File: src/rtl/fetch_queue_if.sv
// Fetch-queue signal bundle: redirect/stall from the pipeline, instruction memory port, decode-facing head.
// The slave modport is the fetch queue's view; master is the surrounding pipeline/memory.
interface fetch_queue_if #(
    parameter int unsigned DBITS        = 32,
    parameter int unsigned IMEMADDRBITS = 16,
    parameter int unsigned IMEMWORDBITS = 2
);
    logic                                 redirect_i;
    logic [DBITS-1:0]                     redirect_pc_i;
    logic                                 stall_i;
    logic                                 imem_en_o;
    logic [IMEMADDRBITS-IMEMWORDBITS-1:0] imem_addr_o;
    logic [DBITS-1:0]                     imem_rdata_i;
    logic                                 valid_D_o;
    logic [DBITS-1:0]                     inst_D_o;
    logic [DBITS-1:0]                     pcplus_D_o;
    logic [DBITS-1:0]                     pcpred_D_o;

    modport slave (
        input  redirect_i, redirect_pc_i, stall_i, imem_rdata_i,
        output imem_en_o, imem_addr_o, valid_D_o, inst_D_o, pcplus_D_o, pcpred_D_o
    );

    modport master (
        output redirect_i, redirect_pc_i, stall_i, imem_rdata_i,
        input  imem_en_o, imem_addr_o, valid_D_o, inst_D_o, pcplus_D_o, pcpred_D_o
    );
endinterface

File: src/rtl/fetch_queue.sv
// Instruction fetch queue: PC generator, one-deep memory read tracking, 2-entry {inst, pcplus} FIFO.
// Latency: request N, data N+1, valid at decode N+2. Backpressure: stall_i holds the head; issue throttles so data never overflows the FIFO.
module fetch_queue #(
    parameter int unsigned DBITS        = 32,
    parameter logic [31:0] INSTSIZE     = 32'd4,
    parameter logic [31:0] STARTPC      = 32'h100,
    parameter int unsigned IMEMADDRBITS = 16,
    parameter int unsigned IMEMWORDBITS = 2
) (
    input  logic          clk,
    input  logic          RESET_N,
    fetch_queue_if.slave  bus
);
    localparam int EW = int'(2 * DBITS);

    logic [DBITS-1:0] pc_q, pc_d;
    logic [DBITS-1:0] infl_pc_q, infl_pc_d;
    logic             infl_q, infl_d;
    logic [1:0]       count;
    logic [EW-1:0]    head_dat;
    logic [EW-1:0]    push_dat;
    logic             valid;
    logic             pop;
    logic             push;
    logic             issue;
    logic [2:0]       occ;

    assign valid = (count != 2'd0);
    assign pop   = valid & ~bus.stall_i;

    // Occupancy once the current pop and any returning word are accounted for
    assign occ   = {1'b0, count} + {2'b00, infl_q} - {2'b00, pop};
    assign issue = ~bus.redirect_i & (occ < 3'd2);

    assign push     = infl_q & ~bus.redirect_i;
    assign push_dat = {bus.imem_rdata_i, infl_pc_q + DBITS'(INSTSIZE)};

    always_comb begin
        pc_d      = pc_q;
        infl_d    = issue;
        infl_pc_d = infl_pc_q;
        if (bus.redirect_i) begin
            pc_d = bus.redirect_pc_i & ~DBITS'(3);
        end else if (issue) begin
            pc_d      = pc_q + DBITS'(INSTSIZE);
            infl_pc_d = pc_q;
        end
    end

    always_ff @(posedge clk or negedge RESET_N) begin
        if (!RESET_N) begin
            pc_q      <= DBITS'(STARTPC);
            infl_q    <= 1'b0;
            infl_pc_q <= '0;
        end else begin
            pc_q      <= pc_d;
            infl_q    <= infl_d;
            infl_pc_q <= infl_pc_d;
        end
    end

    fifo #(
        .WIDTH (EW),
        .DEPTH (2)
    ) u_fifo (
        .clk        (clk),
        .rst_n      (RESET_N),
        .flush_i    (bus.redirect_i),
        .push_vld_i (push),
        .push_dat_i (push_dat),
        .pop_i      (pop & ~bus.redirect_i),
        .head_dat_o (head_dat),
        .count_o    (count)
    );

    // Reset gating keeps the request quiet while the rest of the state is held cleared
    assign bus.imem_en_o   = issue & RESET_N;
    assign bus.imem_addr_o = pc_q[IMEMADDRBITS-1:IMEMWORDBITS];
    assign bus.valid_D_o   = valid;
    assign bus.inst_D_o    = head_dat[EW-1:DBITS];
    assign bus.pcplus_D_o  = head_dat[DBITS-1:0];
    assign bus.pcpred_D_o  = head_dat[DBITS-1:0];
endmodule

// Generic synchronous FIFO with flush; storage clears on reset so the head reads zero.
// Latency: push visible at head the cycle after. Backpressure: caller must not push when full without popping.
module fifo #(
    parameter int WIDTH = 8,
    parameter int DEPTH = 2,
    localparam int AW   = (DEPTH > 1) ? $clog2(DEPTH) : 1,
    localparam int CW   = $clog2(DEPTH + 1)
) (
    input  logic             clk,
    input  logic             rst_n,
    input  logic             flush_i,
    input  logic             push_vld_i,
    input  logic [WIDTH-1:0] push_dat_i,
    input  logic             pop_i,
    output logic [WIDTH-1:0] head_dat_o,
    output logic [CW-1:0]    count_o
);
    logic [WIDTH-1:0] mem_q [DEPTH];
    logic [AW-1:0]    wr_ptr_q, wr_ptr_d;
    logic [AW-1:0]    rd_ptr_q, rd_ptr_d;
    logic [CW-1:0]    count_q, count_d;

    function automatic logic [AW-1:0] ptr_inc(input logic [AW-1:0] p);
        return (p == AW'(DEPTH - 1)) ? '0 : p + AW'(1);
    endfunction

    always_comb begin
        wr_ptr_d = wr_ptr_q;
        rd_ptr_d = rd_ptr_q;
        count_d  = count_q;
        if (flush_i) begin
            wr_ptr_d = '0;
            rd_ptr_d = '0;
            count_d  = '0;
        end else begin
            if (push_vld_i) wr_ptr_d = ptr_inc(wr_ptr_q);
            if (pop_i)      rd_ptr_d = ptr_inc(rd_ptr_q);
            count_d = count_q + CW'(push_vld_i) - CW'(pop_i);
        end
    end

    always_ff @(posedge clk or negedge rst_n) begin
        if (!rst_n) begin
            wr_ptr_q <= '0;
            rd_ptr_q <= '0;
            count_q  <= '0;
            for (int i = 0; i < DEPTH; i++) mem_q[i] <= '0;
        end else begin
            wr_ptr_q <= wr_ptr_d;
            rd_ptr_q <= rd_ptr_d;
            count_q  <= count_d;
            if (push_vld_i && !flush_i) mem_q[wr_ptr_q] <= push_dat_i;
        end
    end

    assign head_dat_o = mem_q[rd_ptr_q];
    assign count_o    = count_q;
endmodule

File: src/flat_wrapper.sv
// flat-port wrapper written by rule: the top's interface ports become plain ports
module fetch_queue_flat 
#(
    parameter int unsigned DBITS        = 32,
    parameter logic [31:0] INSTSIZE     = 32'd4,
    parameter logic [31:0] STARTPC      = 32'h100,
    parameter int unsigned IMEMADDRBITS = 16,
    parameter int unsigned IMEMWORDBITS = 2
)
  (clk, RESET_N, bus_redirect_i, bus_redirect_pc_i, bus_stall_i, bus_imem_rdata_i, bus_imem_en_o, bus_imem_addr_o, bus_valid_D_o, bus_inst_D_o, bus_pcplus_D_o, bus_pcpred_D_o);
  fetch_queue_if #(.DBITS(DBITS), .IMEMADDRBITS(IMEMADDRBITS), .IMEMWORDBITS(IMEMWORDBITS)) bus_i ();
  input  logic clk;
  input  logic RESET_N;
  input wire logic [$bits(bus_i.redirect_i)-1:0] bus_redirect_i;
  input wire logic [$bits(bus_i.redirect_pc_i)-1:0] bus_redirect_pc_i;
  input wire logic [$bits(bus_i.stall_i)-1:0] bus_stall_i;
  input wire logic [$bits(bus_i.imem_rdata_i)-1:0] bus_imem_rdata_i;
  output wire logic [$bits(bus_i.imem_en_o)-1:0] bus_imem_en_o;
  output wire logic [$bits(bus_i.imem_addr_o)-1:0] bus_imem_addr_o;
  output wire logic [$bits(bus_i.valid_D_o)-1:0] bus_valid_D_o;
  output wire logic [$bits(bus_i.inst_D_o)-1:0] bus_inst_D_o;
  output wire logic [$bits(bus_i.pcplus_D_o)-1:0] bus_pcplus_D_o;
  output wire logic [$bits(bus_i.pcpred_D_o)-1:0] bus_pcpred_D_o;
  assign bus_i.redirect_i = bus_redirect_i;
  assign bus_i.redirect_pc_i = bus_redirect_pc_i;
  assign bus_i.stall_i = bus_stall_i;
  assign bus_i.imem_rdata_i = bus_imem_rdata_i;
  assign bus_imem_en_o = bus_i.imem_en_o;
  assign bus_imem_addr_o = bus_i.imem_addr_o;
  assign bus_valid_D_o = bus_i.valid_D_o;
  assign bus_inst_D_o = bus_i.inst_D_o;
  assign bus_pcplus_D_o = bus_i.pcplus_D_o;
  assign bus_pcpred_D_o = bus_i.pcpred_D_o;
  fetch_queue #(.DBITS(DBITS), .INSTSIZE(INSTSIZE), .STARTPC(STARTPC), .IMEMADDRBITS(IMEMADDRBITS), .IMEMWORDBITS(IMEMWORDBITS)) u_core (.clk(clk), .RESET_N(RESET_N), .bus(bus_i));
endmodule
File: config.mk
export PLATFORM = sky130hd
export DESIGN_NAME = fetch_queue_flat
export DESIGN_NICKNAME = d
export VERILOG_FILES = /design/src/rtl/fetch_queue_if.sv /design/src/rtl/fetch_queue.sv /design/src/flat_wrapper.sv
export SDC_FILE = /design/constraint.sdc
export NUM_CORES = 1
export LEC_CHECK = 0
export CAP_MARGIN = 20
export CORE_MARGIN = 5
export CORE_UTILIZATION = 52
export CTS_BUF_LIST = sky130_fd_sc_hd__clkbuf_16
export DETAILED_ROUTE_END_ITERATION = 12
export GPL_TIMING_DRIVEN = 0
export PLACE_DENSITY = 0.8
export SLEW_MARGIN = 10
export SYNTH_ARGS = -nofsm -noshare
export SYNTH_HDL_FRONTEND = slang
export SYNTH_SLANG_ARGS = --single-unit
export TNS_END_PERCENT = 5
File: constraint.sdc
create_clock -name clk -period 6.55 [get_ports clk]
set_input_delay 1.965 -clock clk [delete_from_list [all_inputs] [get_ports clk]]
set_output_delay 1.965 -clock clk [all_outputs]
set_load 0.02 [all_outputs]
==> flow_summary.json <==
{
  "status": "completed",
  "power_frac_clock_pct": 16.0,
  "p_leak_uw": 0.00487,
  "avgSynthCellArea_um2": 11.2,
  "p_comb_share_pct": 51.7,
  "power_uw": 6270,
  "yosys_warnings": 0,
  "grt_overflow": 0,
  "slew_viol_final": 0,
  "hold_viol": 0,
  "startpoint": "bus_stall_i",
  "htreeDepth": 4,
  "stdcell_area_um2": 11800,
  "cts_hold_buf": 0,
  "path_max_fanout": 10,
  "maxCapViolCount": 0,
  "syn_to_final_growth_pct": 29.3,
  "ys_seq_elements": 189,
  "die_h_um": 143,
  "synthDistinctLibCells": 40,
  "core_area_um2": 17300,
  "slowest_delay_ns": 0.60,
  "worstSetupEndpointType": "output port",
  "ios": 180,
  "ant_nets": 0,
  "hold_start": "u_core.u_fifo.mem_q[23]$_DFFE_PN0P_",
  "slew_headroom_pct": 45.0,
  "clk_latency_ns": 0.43,
  "final_layout_size_suffix_gt1_share_pct": 24.7,
  "io_buffers": 173,
  "p_sw_uw": 2300,
  "start_util_pct": 52.9,
  "cts.sinks": 189,
  "path_buf_inv": 3,
  "antenna_found_initial": 0,
  "fp-row-count": 48,
  "drt_iter0_drc": 398,
  "power_switching_share_pct": 36.8,
  "m1WireLength_um": 9300,
  "critPathTopFamily": "buffers and inverters",
  "grt_pass1_vias": 6846,
  "drc": 0,
  "wl_met2_um": 10100,
  "ctsRootBufferMaster": "clkbuf_16",
  "rr_startpoint": "u_core.u_fifo.count_o[1]$_DFF_PN0_",
  "vias_per_cell": 5.28,
  "dr.pass1.iters": 5,
  "crit_chain": "clkdlybuf4s50_1, nor2b_2, ha_1, nand2b_1, fa_2, nand2_2, nor2_4, clkbuf_8, and2_1, clkdlybuf4s15_2",
  "worstMarginPinSlew_ns": 0.822,
  "yosysSeqAreaShare_pct": 51.7,
  "ir_drop_mv": 0.327,
  "layout_common_cells": "dfrtp_1 (188), clkdlybuf4s50_1 (171), mux2_2 (157)",
  "final_common_cell": "dfrtp_1",
  "period_minus_slack_ns": 6.43,
  "path_class": "input pin to output port",
  "max_freq_mhz": 156,
  "critical_path_arrival_ns": 4.46,
  "clockBufferDepth": 2,
  "fin_crit_sh_pct": 98.1,
  "placedInstanceArea_um2": 11200,
  "wl_met3_um": 1210,
  "grt_pass1_wl_um": 35000,
  "wl_um": 21000,
  "fin_hold_ws_ns": 0.475,
  "cp_slowest_cell": "fa_2",
  "die_x_um": 143,
  "hpwl_um": 15500,
  "critPathRequiredTime_ns": 4.59,
  "dieArea_um2": 20400,
  "num_antenna_cells": 0,
  "cellPowerDensity_nw_per_um2": 529,
  "grt_start_max_net_pins": 104,
  "critPathLaunchType": "input pin",
  "synth_cells": 819,
  "gr-usage-all-layers_pct": 21.4,
  "top_layer": "met4",
  "intPower_uw": 3960,
  "synthesis.area_um2": 9150,
  "clock-skew-final_ns": 0.0120,
  "wl_per_cell_um": 16.7,
  "holdCritPathClass": "flip-flop to flip-flop",
  "p_seq_share_pct": 32.3,
  "via_count": 6631,
  "cts_tree": "done",
  "setup-violations-final": 0,
  "gp_congestion": 0.894,
  "cts_buffers": 17,
  "layout.nets": 1091,
  "finalSetupTns_ns": 0,
  "fillCellCount": 1311,
  "clkTransAtPathRegs_ns": 0.06,
  "utilization_pct": 68.4
}
==> cell type report <==
class / count / area [um2] / share of cell area, %
clock buffers: 17 / 425 / 3.59
clock inverters: 15 / 150 / 1.27
plain buffers: 87 / 526 / 4.44
inverters: 12 / 45.0 / 0.381
flip-flops and latches: 189 / 4730 / 40.0
well taps: 225 / 282 / 2.38
multi-input cells: 534 / 3890 / 32.9
repair buffers: 176 / 1780 / 15.0
==> cells by family after synthesis <==
| family | count (synthesis) | synth area share, % |
|---|---|---|
| compound gates | 91 | 5.09 |
| buf+inv | 99 | 6.12 |
| simple gates | 215 | 11.0 |
| mux | 159 | 19.5 |
| xor+xnor | 59 | 5.65 |
| flops | 189 | 51.7 |
| fa+ha+maj | 6 | 0.902 |
| other cells | 1 | 0.0410 |
==> synth_stat cells <==
cell | instances | area (um2)
xor2_1 | 29 | 254
mux2i_1 | 2 | 20.0
buf_6 | 1 | 11.3
dfstp_2 | 1 | 26.3
fa_1 | 1 | 20.0
and3_1 | 6 | 37.5
a21oi_1 | 28 | 140
nor3_1 | 14 | 70.1
buf_1 | 3 | 11.3
o21ai_0 | 58 | 290
or4_1 | 2 | 15.0
mux2_2 | 157 | 1770
inv_1 | 12 | 45.0
clkbuf_1 | 34 | 128
dfrtp_1 | 188 | 4700
o31ai_1 | 1 | 7.51
or2_4 | 1 | 8.76
or4_2 | 2 | 17.5
buf_2 | 1 | 5.00
or2_2 | 2 | 12.5
or3_1 | 1 | 6.26
o41ai_1 | 1 | 8.76
or4b_1 | 1 | 10.0
nand3b_1 | 1 | 7.51
nand4_2 | 1 | 12.5
nand4bb_1 | 1 | 11.3
nor2_1 | 50 | 188
and4_1 | 1 | 8.76
nand4_1 | 15 | 93.8
nand2b_1 | 1 | 6.26
xnor2_1 | 30 | 263
conb_1 | 1 | 3.75
nor2b_1 | 2 | 12.5
nor4_1 | 7 | 43.8
ha_1 | 5 | 62.6
buf_4 | 48 | 360
nand3_1 | 25 | 125
a31oi_1 | 3 | 18.8
nand2_1 | 78 | 293
and2_1 | 4 | 25.0
==> metrics by stage <==
stage / cells / worst slack (ns)
after detailed placement: 1221 / -1.16
after floorplan: 822 / 0.294
after global routing: 1255 / -0.00650
after CTS: 1254 / 0.0384
after global placement: 1220 / -5.27
final: 1255 / 0.122
==> repair_timing <==
item / CTS / global route
gates resized for setup: 12 / 0
pin swaps: 1 / 1
endpoints found under the hold margin: 0 / 0
buffers inserted: 1 / 1
endpoints found under the setup margin: 1 / 1
==> flip-flops by register name, summed over array words and instances (netlist names) <==
signal,flops
u_core.infl_q,1
u_core.u_fifo.mem_q,124
u_core.u_fifo.rd_ptr_q,1
u_core.u_fifo.count_o,2
u_core.u_fifo.wr_ptr_q,1
u_core.pc_q,30
u_core.infl_pc_q,30
==> power groups by stage <==
stage	sequential [uW]	combinational, uW	clock (uW)
final	2030	3240	1000
after global routing	2090	3490	1060
after CTS	2020	3270	1010
after detailed placement	2040	3210	0
after global placement	2010	3150	0
after floorplan	1930	2040	0
==> worst min-delay path, cell delays in order (launching register included) <==
cell and delay [ns]:
dfrtp_1 0.34, nand2_1 0.04, o21ai_0 0.06
==> layer usage <==
layer  GRT usage (%)  up-vias
met1            29.6     3237
met3            4.19       33
met2            34.1      196
met4            7.40        0
li1                -     3165
met5               0        -
==> final timing paths <==
path	end	slack (ns)	cells past startpoint
min reg2reg	u_core.u_fifo.mem_q[23]$_DFFE_PN0P_	0.48	2
min	u_core.u_fifo.mem_q[23]$_DFFE_PN0P_	0.48	2
max	bus_imem_en_o	0.12	10
max in group asynchronous	u_core.u_fifo.mem_q[34]$_DFFE_PN0P_	4.07	2
min in group asynchronous	u_core.pc_q[15]$_DFFE_PN0P_	1.59	1
max reg2reg	u_core.infl_pc_q[11]$_DFFE_PN0P_	3.12	10
No activity file was read; power rests on OpenSTA's default activity.
